==> config.mk <==
export PLATFORM = sky130hd
export DESIGN_NAME = mem_copy_dma
export DESIGN_NICKNAME = d
export VERILOG_FILES = /design/src/rtl/dma_pkg.sv /design/src/rtl/dma_addr_gen.sv /design/src/rtl/mem_copy_dma.sv
export SDC_FILE = /design/constraint.sdc
export NUM_CORES = 1
export LEC_CHECK = 0
export ABC_CLOCK_PERIOD_IN_PS = 2800
export BUFFER_PORTS_ARGS = -buffer_cell sky130_fd_sc_hd__buf_2
export CORE_MARGIN = 4
export CORE_UTILIZATION = 51
export DETAILED_ROUTE_END_ITERATION = 7
export PLACE_DENSITY = 0.89
export SYNTH_ARGS = -nofsm -noshare
export SYNTH_HDL_FRONTEND = slang
export SYNTH_SLANG_ARGS = --single-unit
==> constraint.sdc <==
create_clock -name clock -period 2.8 [get_ports clock]
set_input_delay 0.56 -clock clock [delete_from_list [all_inputs] [get_ports clock]]
set_output_delay 0.56 -clock clock [all_outputs]
set_load 0.02 [all_outputs]
==> src/rtl/dma_pkg.sv <==
// Shared types and constants for the mem_copy_dma word-copy engine.
// Optional checksum output is enabled by defining MEM_COPY_DMA_CHECKSUM_EN.
package dma_pkg;

    localparam int ADDR_W_DEFAULT = 16;
    localparam int DATA_W_DEFAULT = 32;
    localparam int LEN_W_DEFAULT  = 9;
    localparam int WORD_STRIDE    = 4;

    typedef enum logic [1:0] {
        IDLE  = 2'd0,
        READ  = 2'd1,
        WRITE = 2'd2,
        DONE  = 2'd3
    } dma_state_t;

    function automatic logic word_aligned(input logic [1:0] lsbs);
        return (lsbs == 2'b00);
    endfunction

endpackage

==> src/rtl/dma_addr_gen.sv <==
// Loadable byte pointer that advances by one word and wraps modulo 2^ADDR_W.
// Used by mem_copy_dma (macro MEM_COPY_DMA_CHECKSUM_EN has no effect here).
module dma_addr_gen
    import dma_pkg::*;
#(
    parameter int ADDR_W = ADDR_W_DEFAULT
) (
    input  logic              clock,
    input  logic              rst,
    input  logic              i_load,
    input  logic [ADDR_W-1:0] i_load_addr,
    input  logic              i_inc,
    output logic [ADDR_W-1:0] o_ptr
);

    logic [ADDR_W-1:0] r_ptr;

    always_ff @(posedge clock or negedge rst) begin
        if (!rst) begin
            r_ptr <= '0;
        end else if (i_load) begin
            r_ptr <= i_load_addr;
        end else if (i_inc) begin
            // natural overflow gives the 0xFFFC -> 0x0000 wrap
            r_ptr <= r_ptr + ADDR_W'(WORD_STRIDE);
        end
    end

    assign o_ptr = r_ptr;

endmodule

==> src/rtl/mem_copy_dma.sv <==
// Word-copy DMA initiator for the single-cycle MIPS data-memory port.
// Define MEM_COPY_DMA_CHECKSUM_EN to add a running sum of words read.
//
// state | meaning
// IDLE  | port released, waiting for start
// READ  | memRead at src pointer, data_reg captures read data
// WRITE | memWrite of data_reg at dst pointer, pointers advance
// DONE  | one-cycle completion pulse, err valid
module mem_copy_dma
    import dma_pkg::*;
#(
    parameter int ADDR_W = ADDR_W_DEFAULT,
    parameter int DATA_W = DATA_W_DEFAULT,
    parameter int LEN_W  = LEN_W_DEFAULT
) (
    input  logic              clock,
    input  logic              rst,
    input  logic              start,
    input  logic [ADDR_W-1:0] src_addr,
    input  logic [ADDR_W-1:0] dst_addr,
    input  logic [LEN_W-1:0]  len,
    output logic              busy,
    output logic              done,
    output logic              err,
    output logic [ADDR_W-1:0] mem_addr,
    output logic [DATA_W-1:0] mem_write_data,
    output logic              mem_write,
    output logic              mem_read,
    input  logic [DATA_W-1:0] mem_read_data
`ifdef MEM_COPY_DMA_CHECKSUM_EN
    ,
    output logic [DATA_W-1:0] checksum
`endif
);

    dma_state_t        r_state;
    dma_state_t        w_next;
    logic              r_err;
    logic [DATA_W-1:0] r_data;
    logic [LEN_W-1:0]  r_remaining;

    logic              w_start_idle;
    logic              w_misaligned;
    logic              w_load;
    logic              w_inc;
    logic [ADDR_W-1:0] w_src_ptr;
    logic [ADDR_W-1:0] w_dst_ptr;

    assign w_start_idle = (r_state == IDLE) && start;
    assign w_misaligned = !word_aligned(src_addr[1:0]) || !word_aligned(dst_addr[1:0]);
    assign w_load       = w_start_idle && !w_misaligned && (len != '0);
    assign w_inc        = (r_state == WRITE);

    dma_addr_gen #(.ADDR_W(ADDR_W)) u_src_gen (
        .clock       (clock),
        .rst         (rst),
        .i_load      (w_load),
        .i_load_addr (src_addr),
        .i_inc       (w_inc),
        .o_ptr       (w_src_ptr)
    );

    dma_addr_gen #(.ADDR_W(ADDR_W)) u_dst_gen (
        .clock       (clock),
        .rst         (rst),
        .i_load      (w_load),
        .i_load_addr (dst_addr),
        .i_inc       (w_inc),
        .o_ptr       (w_dst_ptr)
    );

    always_ff @(posedge clock or negedge rst) begin
        if (!rst) begin
            r_state <= IDLE;
        end else begin
            r_state <= w_next;
        end
    end

    always_comb begin
        w_next = r_state;
        case (r_state)
            IDLE: begin
                if (start) begin
                    // rejected and zero-length requests skip straight to DONE
                    w_next = w_load ? READ : DONE;
                end
            end
            READ:    w_next = WRITE;
            WRITE:   w_next = (r_remaining == LEN_W'(1)) ? DONE : READ;
            DONE:    w_next = IDLE;
            default: w_next = IDLE;
        endcase
    end

    always_comb begin
        busy           = (r_state != IDLE);
        done           = (r_state == DONE);
        mem_read       = 1'b0;
        mem_write      = 1'b0;
        mem_addr       = '0;
        mem_write_data = '0;
        case (r_state)
            READ: begin
                mem_read = 1'b1;
                mem_addr = w_src_ptr;
            end
            WRITE: begin
                mem_write      = 1'b1;
                mem_addr       = w_dst_ptr;
                mem_write_data = r_data;
            end
            default: begin
            end
        endcase
    end

    always_ff @(posedge clock or negedge rst) begin
        if (!rst) begin
            r_err       <= 1'b0;
            r_data      <= '0;
            r_remaining <= '0;
        end else begin
            if (w_start_idle) begin
                r_err <= w_misaligned;
            end
            if (r_state == READ) begin
                r_data <= mem_read_data;
            end
            if (w_load) begin
                r_remaining <= len;
            end else if (r_state == WRITE) begin
                r_remaining <= r_remaining - LEN_W'(1);
            end
        end
    end

    assign err = r_err;

`ifdef MEM_COPY_DMA_CHECKSUM_EN
    logic [DATA_W-1:0] r_checksum;

    always_ff @(posedge clock or negedge rst) begin
        if (!rst) begin
            r_checksum <= '0;
        end else if (w_start_idle) begin
            r_checksum <= '0;
        end else if (r_state == READ) begin
            r_checksum <= r_checksum + mem_read_data;
        end
    end

    assign checksum = r_checksum;
`endif

endmodule

**Word level (Yosys, flattened, before mapping)**

Cells that the tools add are included.

- Add/subtract/negate cells: 3
- Equal/unequal tests: 5
- Mux-type cells: 14
- Reductions and logical operators: 13

Operators by type and width:

| cell | number |
|---|---|
| 16-bit two-way mux | 4 |
| 16-bit by 3-bit adder with 16-bit output, second input constant | 2 |
| 32-bit two-way mux | 1 |
| 16-bit case mux with 2 select lines | 1 |
| 9-bit two-way mux | 2 |
| 9-bit by 1-bit equality test with 1-bit output, second input constant | 1 |
| 9-bit nonzero test | 1 |
| 9-bit by 1-bit subtractor with 9-bit output, second input constant | 1 |
| 2-bit case mux with 4 select lines | 1 |
| 2-bit logical NOT | 3 |
| 2-bit two-way mux | 3 |
| 2-bit equality test, second input constant | 2 |
| 2-bit nonzero test | 2 |
| 1-bit logical AND | 3 |
| 1-bit logical NOT | 3 |
| 2-bit by 1-bit equality test with 1-bit output, second input constant | 1 |
| 1-bit two-way mux | 2 |
| 2-bit inequality test, second input constant | 1 |
| 1-bit logical OR | 1 |

- Register bits after elaboration: 76
- Input port bits: 76
- Output and inout port bits: 53
- Logic and storage cells: 41

**Longest topological paths before layout**

- Depth after elaboration: 9
- Mapped depth: 8
- Mapped depth without buffers: 6

**Cells and area by module**

A second synthesis with hierarchy kept.

- Cells, all modules: 385
- Area total of the unflattened synthesis: 4,202.8 µm²

Modules (own cells, without submodules):

| module | times used | cells an instance | area an instance (µm²) | sequential area each (µm²) |
|---|---|---|---|---|
| mem_copy_dma | 1 | 213 | 2,411.1 | 1,101.1 |
| dma_addr_gen | 2 | 86 | 895.9 | 400.4 |

**Worst setup path after synthesis**

No wires, ideal clock.

- Path kind: register to output
- Start point: register r_state[0]
- End point: output port mem_addr[7]
- Arrival time: 2,019 ps
- Required time: 2,240 ps
- Path slack: 221 ps
- Stages on the path, launching flop included: 8
- Buffers on the path: 3
- Cell sequence: dfrtp_1 inv_1 ha_1 clkbuf_1 clkbuf_1 buf_1 a22oi_1 nor2b_1

- Word-level cells in the longest chain between the ends: 2
- Elaborated cells between the ends (all ways): 3
- Classes of those cells: 2 x eq/ne; 1 x mux

RTL lines:

| what | RTL line | RTL |
|---|---|---|
| start: declaration | mem_copy_dma.sv:36 | `dma_state_t r_state;` |
| start signal: assignment | mem_copy_dma.sv:76 | `r_state <= w_next;` |
| 2-bit equality test / 2-bit by 1-bit equality test with 1-bit output (equally long branches) | mem_copy_dma.sv:103 | `case (r_state)` |
| 16-bit case mux with 2 select lines * | mem_copy_dma.sv:103 |  |
| end: declaration | mem_copy_dma.sv:25 | `output logic [ADDR_W-1:0] mem_addr,` |

Every way passes the cells marked *; elsewhere a longest branch is shown, timed or not.

**Worst setup path after layout**

- Start point: register r_state[0]
- End point: output port mem_addr[10]

Same word-level chain as after synthesis.

==> results_dict.tcl <==
set metrics [dict create \
    status "complete, no violations" \
    synth_edf_count 0 \
    syn_nets 466 \
    clock_sinks 76 \
    grt-ovfl-total 0 \
    coreArea_um2 7770 \
    dpl.hpwl_mm 7.32 \
    crit_fanout 23 \
    first_pass_iters 5 \
    period_share 0.944 \
    grt_usage 0.208 \
    grt_max_degree 77 \
    nets 590 \
    via_count 3301 \
    wire_per_inst_um 16.1 \
    synth_seq_area_share 0.465 \
    avgViaCountPerCell 5.39 \
    io_buffers 128 \
    clockRootBuffer "clkbuf_8" \
    fin_util 0.646 \
    gp_congestion 0.887 \
    ant_nets 0 \
    drcViolationCount 0 \
    power_density_nw_per_um2 1100 \
    worstPathCellList "inv_1, ha_2, buf_4, a22oi_1, nor2b_1, buf_2" \
    placed_cell_area_um2 4810 \
    antenna_found_initial 0 \
    setup_violations 0 \
    rows 32 \
    syn_area_um2 4090 \
    htree_levels 3 \
    post_cts_buffers 0 \
    wl_mm 9.85 \
    die_w_um 97.6 \
    clockBufferDepth 2 \
    die-area_um2 9520 \
    ys_ff_latch 76 \
    maxCapViolCount 0 \
    slowest_stage "ha_2" \
    synth.distinct_cells 34 \
    period_needed_ps 2640 \
    syn_area_per_cell_um2 10.7 \
    drive_gt1_frac 0.308 \
    p_leak_uw 0.00229 \
    layout.cells.non_filler 612 \
    cts_resized 0 \
    n_antenna_cell 0 \
    worst_pin_slew_ps 935 \
    syn_inst 381 \
    die_y_um 97.6 \
    synthTopCellsByArea "dfrtp_1 (46%), mux2_1 (13%), xnor2_1 (6.0%)" \
    synth-async-reset-ratio 1.00 \
    io_pins 129 \
    synth_area_leader_cell "dfrtp_1" \
    max_freq_mhz 378 \
    finalSetupTns_ps 0 \
    cts_tree "done" \
    postCtsHoldBufs 0 \
    critPathKind "flop to output port" \
    area_growth_syn_to_layout_pct 22.7 \
    grt_pass1_vias 3261 \
    hp-class "input pin to asynchronous set/reset pin" \
    finalPower_uw 5530 \
    startpoint_type "flop" \
    arrival_ps 2080 \
    end_kind "output port" \
    cts_buffers 9 \
    finalHoldViolCount 0 \
    grt_pass1_wl_mm 16.0 \
    max_slew_margin 0.377 \
    synth.most_common_cell "dfrtp_1" \
    postLayoutCellArea_um2 5020 \
    yosys.area.top_type_share 0.465 \
    rr_endpoint "r_remaining[7]$_DFFE_PN0P_" \
    worstSetupStartpoint "r_state[0]$_DFFE_PN0P_" \
    r2r_setup_slack_ps 360 \
    peakVddDrop_mv 0.619 \
    crit_required_ps 2240 \
    finalClockSkew_ps 7.43 \
    path_clk_slew_ps 90 \
    dp_cells 596 \
    ys_dominant_reg_cell "dfrtp_1" \
    slowest_delay_ps 480 \
    synth_top_cells_by_count "dfrtp_1 (76), mux2_1 (49), and2_1 (36)" \
    crit_path_end "mem_addr[10]" \
    rsz0062_at_grt "false" \
    ys_warn_count 0 \
    reg2reg_from "r_state[0]$_DFFE_PN0P_" \
    slew_viol_final 0 \
    reg2reg_depth 6 \
    drt_iter0_drc 192 \
    start_util 0.527 \
    clk_latency_ps 340 \
]
## stage by stage
stage	hold WS [ps]	setup WS, ps
floorplan	264	221
global placement	460	375
detailed placement	468	273
CTS	365	125
global route	400	37.1
finish	345	156
## where the power goes
group / leakage (uW) / switching (uW) / internal [uW] / total (uW)
registers: 0.000880 / 433 / 1600 / 2040
logic: 0.00131 / 1470 / 1170 / 2640
clock network: 0.0000955 / 414 / 442 / 856
total: 0.00229 / 2310 / 3220 / 5530
## registers in the layout, indices dropped and copies added, names as in the netlist
name	flops
r_data	32
u_dst_gen.o_ptr	16
u_src_gen.o_ptr	16
r_remaining	9
r_state	2
err	1
## metal layers
layer	wire [um]	vias to the layer above	track usage
li1	-	1586	-
met1	4390	1566	0.280
met2	4500	132	0.329
met3	760	17	0.0459
met4	193	0	0.0756
met5	0	-	0
## worst min path at each step
stage                                      start                     end  slack, ps
after floorplan                              rst         err$_DFFE_PN0P_        260
after global placement    r_data[12]$_DFFE_PN0P_  r_data[12]$_DFFE_PN0P_        460
after detailed placement  r_data[27]$_DFFE_PN0P_  r_data[27]$_DFFE_PN0P_        470
after CTS                                    rst  r_data[12]$_DFFE_PN0P_        370
after global routing           mem_read_data[18]  r_data[18]$_DFFE_PN0P_        400
final                                        rst   r_data[0]$_DFFE_PN0P_        350
## cell families (layout without fill, tap and decap cells)
family | after synthesis | count (layout) | share of synthesized area
mux | 51 | 51 | 0.140
xor+xnor | 32 | 32 | 0.0685
buf+inv | 31 | 160 | 0.0367
fa+ha+maj | 9 | 9 | 0.0275
compound gates | 44 | 44 | 0.0661
simple gates | 138 | 138 | 0.196
flops | 76 | 76 | 0.465
## cell type report
cell class,count,area (um^2)
inverters,7,26.3
fillers,633,2750
flip-flops and latches,76,1900
clock inverters,6,70.1
repair buffers,137,711
multi-input cells,274,2040
clock buffers,10,138
well taps,102,128
## cell usage in the layout (no fill, tap or decap), types with 2 or more instances in the layout
cell type,instances
nor4_1,4
nand3_1,9
nor3_1,29
nand4_1,10
or3_1,3
nor3b_1,3
mux2_1,49
o21ai_0,2
clkbuf_8,10
buf_2,127
dfrtp_1,76
buf_4,10
xnor2_1,28
nor2b_1,16
nor2_1,5
mux2i_1,2
ha_1,7
a31oi_1,3
and4_1,2
inv_6,2
and2_1,36
inv_1,7
a22oi_1,16
a21oi_1,21
clkinvlp_4,3
ha_2,2
nand2_1,13
and3_1,3
xor2_1,4
## worst max-delay path: cells and delay by family, from the launching register on
family,cells,cell delay [ps]
buffers and inverters,3,580
adders and majority gates,1,480
DFF,1,410
and+or+nand+nor,1,140
AOI/OAI and AO/OA,1,120
Note: power is estimated with default switching activity, not from simulation.
